File: src/rtl/spis_mem_sched.sv
// Memory-access scheduler between the SPI slave front end and the single-port RAM (read-first, burst-window translation).
// Optional SPIS_MEM_SCHED_ERR_EN: drop overflowing requests and keep sticky err_ovf / saturating ovf_cnt.
module spis_mem_sched #(
  parameter logic [15:0] WRBUF_BASE = 16'h0200,
  parameter logic [15:0] RDBUF_BASE = 16'h1000,
  parameter int unsigned BUF_DEPTH  = 16
) (
  input  logic        sclk_inv,
  input  logic        rst_n,
  input  logic        ss_n,
  input  logic        spi_write,
  input  logic [15:0] spi_wr_addr,
  input  logic [31:0] spi_wdata,
  input  logic        spi_read,
  input  logic [15:0] spi_rd_addr,
  output logic        mem_req,
  output logic        mem_we,
  output logic [15:0] mem_addr,
  output logic [31:0] mem_wdata,
  input  logic [31:0] mem_rdata,
  output logic [31:0] tx_rdata,
  output logic        rd_valid,
  output logic        busy,
  output logic        err_ovf,
  output logic [7:0]  ovf_cnt
);
  localparam int unsigned PTR_W = $clog2(BUF_DEPTH);

  typedef enum logic [1:0] {IDLE, WRITE, READ, RDATA} state_t;
  state_t state, state_nxt;

  logic              wr_q, rd_q;
  logic              wr_edge, rd_edge, wr_take, rd_take;
  logic              wr_pend, rd_pend;
  logic [15:0]       wr_addr_l, rd_addr_l;
  logic [31:0]       wdata_l;
  logic [PTR_W-1:0]  wr_ptr, rd_ptr;
  logic              enter_wr, enter_rd;
  logic              wr_is_buf, rd_is_buf;
  logic [15:0]       wr_xlat, rd_xlat;

  assign wr_edge   = spi_write & ~wr_q & ~ss_n;
  assign rd_edge   = spi_read  & ~rd_q & ~ss_n;
  assign enter_wr  = (state_nxt == WRITE);
  assign enter_rd  = (state_nxt == READ);
  assign wr_is_buf = (wr_addr_l == WRBUF_BASE);
  assign rd_is_buf = (rd_addr_l == RDBUF_BASE);
  assign wr_xlat   = wr_is_buf ? WRBUF_BASE + 16'(wr_ptr) : wr_addr_l;
  assign rd_xlat   = rd_is_buf ? RDBUF_BASE + 16'(rd_ptr) : rd_addr_l;

`ifdef SPIS_MEM_SCHED_ERR_EN
  logic wr_ovf, rd_ovf;
  assign wr_ovf  = wr_edge & wr_pend & ~enter_wr;
  assign rd_ovf  = rd_edge & rd_pend & ~enter_rd;
  assign wr_take = wr_edge & ~wr_ovf;
  assign rd_take = rd_edge & ~rd_ovf;

  always_ff @(posedge sclk_inv or negedge rst_n) begin
    if (!rst_n) begin
      err_ovf <= 1'b0;
      ovf_cnt <= '0;
    end else if (wr_ovf || rd_ovf) begin
      err_ovf <= 1'b1;
      if (ovf_cnt != '1) ovf_cnt <= ovf_cnt + 8'd1;
    end
  end
`else
  assign wr_take = wr_edge;
  assign rd_take = rd_edge;
  assign err_ovf = 1'b0;
  assign ovf_cnt = '0;
`endif

  always_ff @(posedge sclk_inv or negedge rst_n) begin
    if (!rst_n) state <= IDLE;
    else        state <= state_nxt;
  end

  always_comb begin
    state_nxt = state;
    if (ss_n) begin
      state_nxt = IDLE;
    end else begin
      case (state)
        IDLE:    if (rd_pend) state_nxt = READ; else if (wr_pend) state_nxt = WRITE;
        READ:    state_nxt = RDATA;
        RDATA:   state_nxt = wr_pend ? WRITE : (rd_pend ? READ : IDLE);
        WRITE:   state_nxt = rd_pend ? READ : (wr_pend ? WRITE : IDLE);
        default: state_nxt = IDLE;
      endcase
    end
  end

  always_comb begin
    mem_req = (state == READ) || (state == WRITE);
    mem_we  = (state == WRITE);
    busy    = (state != IDLE) || wr_pend || rd_pend;
  end

  // Pends clear on entry to the serving state, so a pend seen while in WRITE/RDATA is always a fresh request.
  always_ff @(posedge sclk_inv or negedge rst_n) begin
    if (!rst_n) begin
      wr_q      <= 1'b0;
      rd_q      <= 1'b0;
      wr_pend   <= 1'b0;
      rd_pend   <= 1'b0;
      wr_addr_l <= '0;
      rd_addr_l <= '0;
      wdata_l   <= '0;
      wr_ptr    <= '0;
      rd_ptr    <= '0;
    end else begin
      wr_q <= spi_write;
      rd_q <= spi_read;
      if (ss_n) begin
        wr_pend <= 1'b0;
        rd_pend <= 1'b0;
        wr_ptr  <= '0;
        rd_ptr  <= '0;
      end else begin
        if (enter_wr) begin
          wr_pend <= 1'b0;
          if (wr_is_buf) wr_ptr <= wr_ptr + 1'b1;
        end
        if (enter_rd) begin
          rd_pend <= 1'b0;
          if (rd_is_buf) rd_ptr <= rd_ptr + 1'b1;
        end
        if (wr_take) begin
          wr_pend   <= 1'b1;
          wr_addr_l <= spi_wr_addr;
          wdata_l   <= spi_wdata;
        end
        if (rd_take) begin
          rd_pend   <= 1'b1;
          rd_addr_l <= spi_rd_addr;
        end
      end
    end
  end

  always_ff @(posedge sclk_inv or negedge rst_n) begin
    if (!rst_n) begin
      mem_addr  <= '0;
      mem_wdata <= '0;
      tx_rdata  <= '0;
      rd_valid  <= 1'b0;
    end else begin
      if (enter_rd) begin
        mem_addr <= rd_xlat;
      end else if (enter_wr) begin
        mem_addr  <= wr_xlat;
        mem_wdata <= wdata_l;
      end
      rd_valid <= (state == RDATA) && !ss_n;
      if ((state == RDATA) && !ss_n) tx_rdata <= mem_rdata;
    end
  end

endmodule

File: config.mk
export PLATFORM = sky130hd
export DESIGN_NAME = spis_mem_sched
export DESIGN_NICKNAME = d
export VERILOG_FILES = /design/src/rtl/spis_mem_sched.sv
export SDC_FILE = /design/constraint.sdc
export NUM_CORES = 1
export LEC_CHECK = 0
export ABC_AREA = 1
export BUFFER_PORTS_ARGS = -buffer_cell sky130_fd_sc_hd__clkbuf_2
export CAP_MARGIN = 20
export CORE_MARGIN = 3
export CORE_UTILIZATION = 30
export CTS_CLUSTER_SIZE = 10
export DETAILED_ROUTE_END_ITERATION = 16
export HOLD_SLACK_MARGIN = 0.06
export PLACE_DENSITY = 0.53
export SYNTH_ARGS = -nofsm -noshare
export SYNTH_HDL_FRONTEND = slang
export SYNTH_SLANG_ARGS = --single-unit
File: constraint.sdc
create_clock -name sclk_inv -period 3.1 [get_ports sclk_inv]
set_input_delay 0.31 -clock sclk_inv [delete_from_list [all_inputs] [get_ports sclk_inv]]
set_output_delay 0.31 -clock sclk_inv [all_outputs]
set_load 0.01 [all_outputs]
==> flow_summary.yaml <==
place:
  detailedPlacementHpwl_mm: 12.1
  gp_congestion: 0.773
  post-place-cells: 1121
  place.port_buffers: 184
  dp_worst_setup_slack_ns: 0.657
clock_network:
  htree_num_levels: 4
  clock_tree_sinks: 159
  root_buffer: "sky130_fd_sc_hd__clkbuf_16"
  cts_max_path_buffers: 2
  cts_buffers: 17
  tritoncts: "yes"
  clkLatencyLatePin_ns: 0.41
  clk_pin_slew_worst_paths_ns: 0.07
  post_cts_buffers: 0
cells_and_area:
  drive_gt1_share_pct: 32.6
  total_nets_final: 973
  insertedDiodeCount: 0
  layout_commonest_cell: "sky130_fd_sc_hd__nand2_1"
  layout.cells.most_common_list: "sky130_fd_sc_hd__nand2_1 (252), sky130_fd_sc_hd__clkbuf_2 (183), sky130_fd_sc_hd__dfrtp_1 (159), sky130_fd_sc_hd__nor2_1 (54), sky130_fd_sc_hd__mux2_4 (39)"
  utilization_pct: 39.1
  syn2layout_area_growth_pct: 26.8
  fin_cells: 1156
setup_path:
  crit_start: "state[1]$_DFF_PN0_"
  crit_fanout: 19
  criticalPathCategory: "flop to flop"
  endpoint_kind: "flop"
  rrSetupSlack_ns: 0.66
  setup.worst_path.start_class: "flop"
  worst-endpoint-required_ns: 3.45
  worstPathArrival_ns: 2.79
  r2r_start: "state[1]$_DFF_PN0_"
global_routing:
  maximum_number_of_pins_on_one_net_before_global_route_repair: 79
  gr-usage-all-layers_pct: 13.9
  overflow: 0
  via_count_of_the_first_global_routing_pass: 4903
  antenna_found_initial: 2
  grt_first_pass_wirelength_mm: 26.8
route:
  post-route-drc-count: 0
  wl_per_cell_um: 14.7
  detail_route.iter0.violations: 303
  detail_route.wirelength_mm: 17.0
  ant_nets: 0
  routed_via_density: 4.34
  via_count: 5015
  first_pass_iters: 4
floorplanning:
  die_x_um: 157
  die_height_um: 157
  core_area_um2: 22100
  row_count: 54
  io-pin-count: 194
  floorplan.initialDensity_pct: 30.8
  fp.dieArea_um2: 24600
logic_synthesis:
  yosys.area_share.xor_xnor_pct: 0.514
  synth_compound_gate_area_share_pct: 3.76
  synth.area.mux_share_pct: 11.1
  synth_simple_gate_area_share_pct: 19.4
  synth-seq-cells: 159
  post_synthesis_average_cell_area_um2: 10.0
  synthesis.instances: 678
  synth_top_family_by_area: "simple AND/OR/NAND/NOR gates"
  seq_area_frac_synth_pct: 58.4
  yosysWarnings: 0
  yosys.cell_types.count: 29
  synth_fa_ha_area_share_pct: 1.65
  netlist_area_um2: 6810
timing:
  period_share_pct: 78.8
  finalHoldViolations: 0
  timing.final.crit_period_ns: 2.44
  total_negative_setup_slack_ns: 0
  tightest_slew_ns: 0.995
  setup_violations_final: 0
  fin_skew_ns: 0.00967
  finalWorstSetupSlack_ns: 0.658
  timing.max_slew.rel_slack_pct: 33.6
  fmaxAchievable_mhz: 409
  timing.hold.ws_ns: 0.0868
  timing_max_transition_violations_final: 0
  rsz0062_at_grt: "no"
pwr:
  worst_ir_drop_vdd_uv: 405
  total_leakage_power_nw: 4.65
  power.density_cell_area_nw_per_um2: 924
hold_path:
  hold_path_class: "input pin to flop"
  min_from: "mem_rdata[12]"
job:
  max_cap_violations: 0
outcome:
  status: "finished, final reports clean"
==> synth_stat cells <==
library cell,n,share of area [%]
sky130_fd_sc_hd__nand2_1,252,14
sky130_fd_sc_hd__dfrtp_1,159,58
sky130_fd_sc_hd__nor2_1,54,3.0
sky130_fd_sc_hd__mux2_4,39,8.6
sky130_fd_sc_hd__a21oi_1,29,2.1
sky130_fd_sc_hd__inv_1,27,1.5
sky130_fd_sc_hd__nand3_1,24,1.8
sky130_fd_sc_hd__mux2_2,15,2.5
sky130_fd_sc_hd__clkbuf_1,13,0.72
sky130_fd_sc_hd__o21ai_0,13,0.95
sky130_fd_sc_hd__buf_4,9,0.99
sky130_fd_sc_hd__ha_1,9,1.7
sky130_fd_sc_hd__buf_2,8,0.59
sky130_fd_sc_hd__buf_6,6,0.99
sky130_fd_sc_hd__xor2_1,4,0.51
sky130_fd_sc_hd__nor2_2,3,0.28
sky130_fd_sc_hd__o31ai_1,2,0.22
sky130_fd_sc_hd__a21boi_0,1,0.11
sky130_fd_sc_hd__buf_1,1,0.055
sky130_fd_sc_hd__clkinv_1,1,0.055
sky130_fd_sc_hd__conb_1,1,0.055
sky130_fd_sc_hd__inv_2,1,0.055
sky130_fd_sc_hd__inv_8,1,0.17
sky130_fd_sc_hd__nand3b_2,1,0.17
sky130_fd_sc_hd__nand3b_4,1,0.29
sky130_fd_sc_hd__nor3_1,1,0.073
sky130_fd_sc_hd__o211ai_1,1,0.11
sky130_fd_sc_hd__o21a_1,1,0.11
sky130_fd_sc_hd__o21ai_2,1,0.13
==> kinds of logic after synthesis <==
group           after synthesis
simple gates                336
flops                       159
buf+inv                      67
mux                          54
compound gates               48
fa+ha+maj                     9
xor+xnor                      4
other cells                   1
==> registers in the layout, indices dropped and copies added (netlist names) <==
name       flops
mem_addr      16
mem_wdata     32
rd_addr_l     16
rd_pend        1
rd_ptr         4
rd_q           1
rd_valid       1
state          2
tx_rdata      32
wdata_l       32
wr_addr_l     16
wr_pend        1
wr_ptr         4
wr_q           1
==> final cells by class <==
| cell class | instances | area, µm² |
|---|---|---|
| clock inverter | 14 | 181 |
| sequential | 159 | 3980 |
| inverter | 30 | 120 |
| fill | 2222 | 13500 |
| multi-input combinational | 460 | 2520 |
| clock buffer | 18 | 439 |
| tap | 280 | 350 |
| timing repair buffer | 195 | 1050 |
==> worst max-delay path, stage by stage, from the launching register on <==
cell and delay, ns:
sky130_fd_sc_hd__dfrtp_1 0.39, sky130_fd_sc_hd__inv_1 0.12, sky130_fd_sc_hd__ha_1 0.20, sky130_fd_sc_hd__a21oi_1 0.07, sky130_fd_sc_hd__o21a_1 0.16, sky130_fd_sc_hd__nor3_1 0.26
sky130_fd_sc_hd__inv_1 0.08, sky130_fd_sc_hd__ha_1 0.20, sky130_fd_sc_hd__buf_4 0.20, sky130_fd_sc_hd__inv_1 0.34, sky130_fd_sc_hd__nand3_1 0.15, sky130_fd_sc_hd__nand2_1 0.08
sky130_fd_sc_hd__nand2_1 0.04, sky130_fd_sc_hd__nand2_1 0.07
==> report_power, final <==
group	total [mW]	switching [mW]	internal, mW
clock	2.22	0.911	1.31
sequential	3.21	0.438	2.77
combinational	2.56	1.52	1.04
==> what timing repair did <==
action | in CTS | in global routing
resized for setup | 0 | 0
endpoints found under the hold margin | 78 | 0
hold buffers | 3 | 0
==> per-layer routing <==
metal  share of wire, %  up-vias  GRT usage, %  wire length [µm]
met5              0.082        -             0                14
met3                7.5       16          5.20              1280
met1                 48     2354          19.3              8120
met4               0.94        4          3.33               160
li1                   -     2493             -                 -
met2                 44      148          20.7              7420
==> final timing paths <==
path                                              to  depth (start not counted)
hold / removal              tx_rdata[12]$_DFFE_PN0P_                          3
setup reg to reg             mem_addr[2]$_DFFE_PN0P_                         13
hold reg to reg             mem_wdata[5]$_DFFE_PN0P_                          2
max in group asynchronous   mem_addr[13]$_DFFE_PN0P_                          3
setup / recovery             mem_addr[2]$_DFFE_PN0P_                         13
min in group asynchronous  mem_wdata[24]$_DFFE_PN0P_                          2
==> metrics by stage <==
stage	power [mW]	instance area (µm²)
floorplan	4.74	6840
global placement	5.81	7990
finish	7.98	8640
CTS	8.13	8640
detailed placement	5.86	7990
global route	8.62	8640
(Power assumes the default switching activity.)
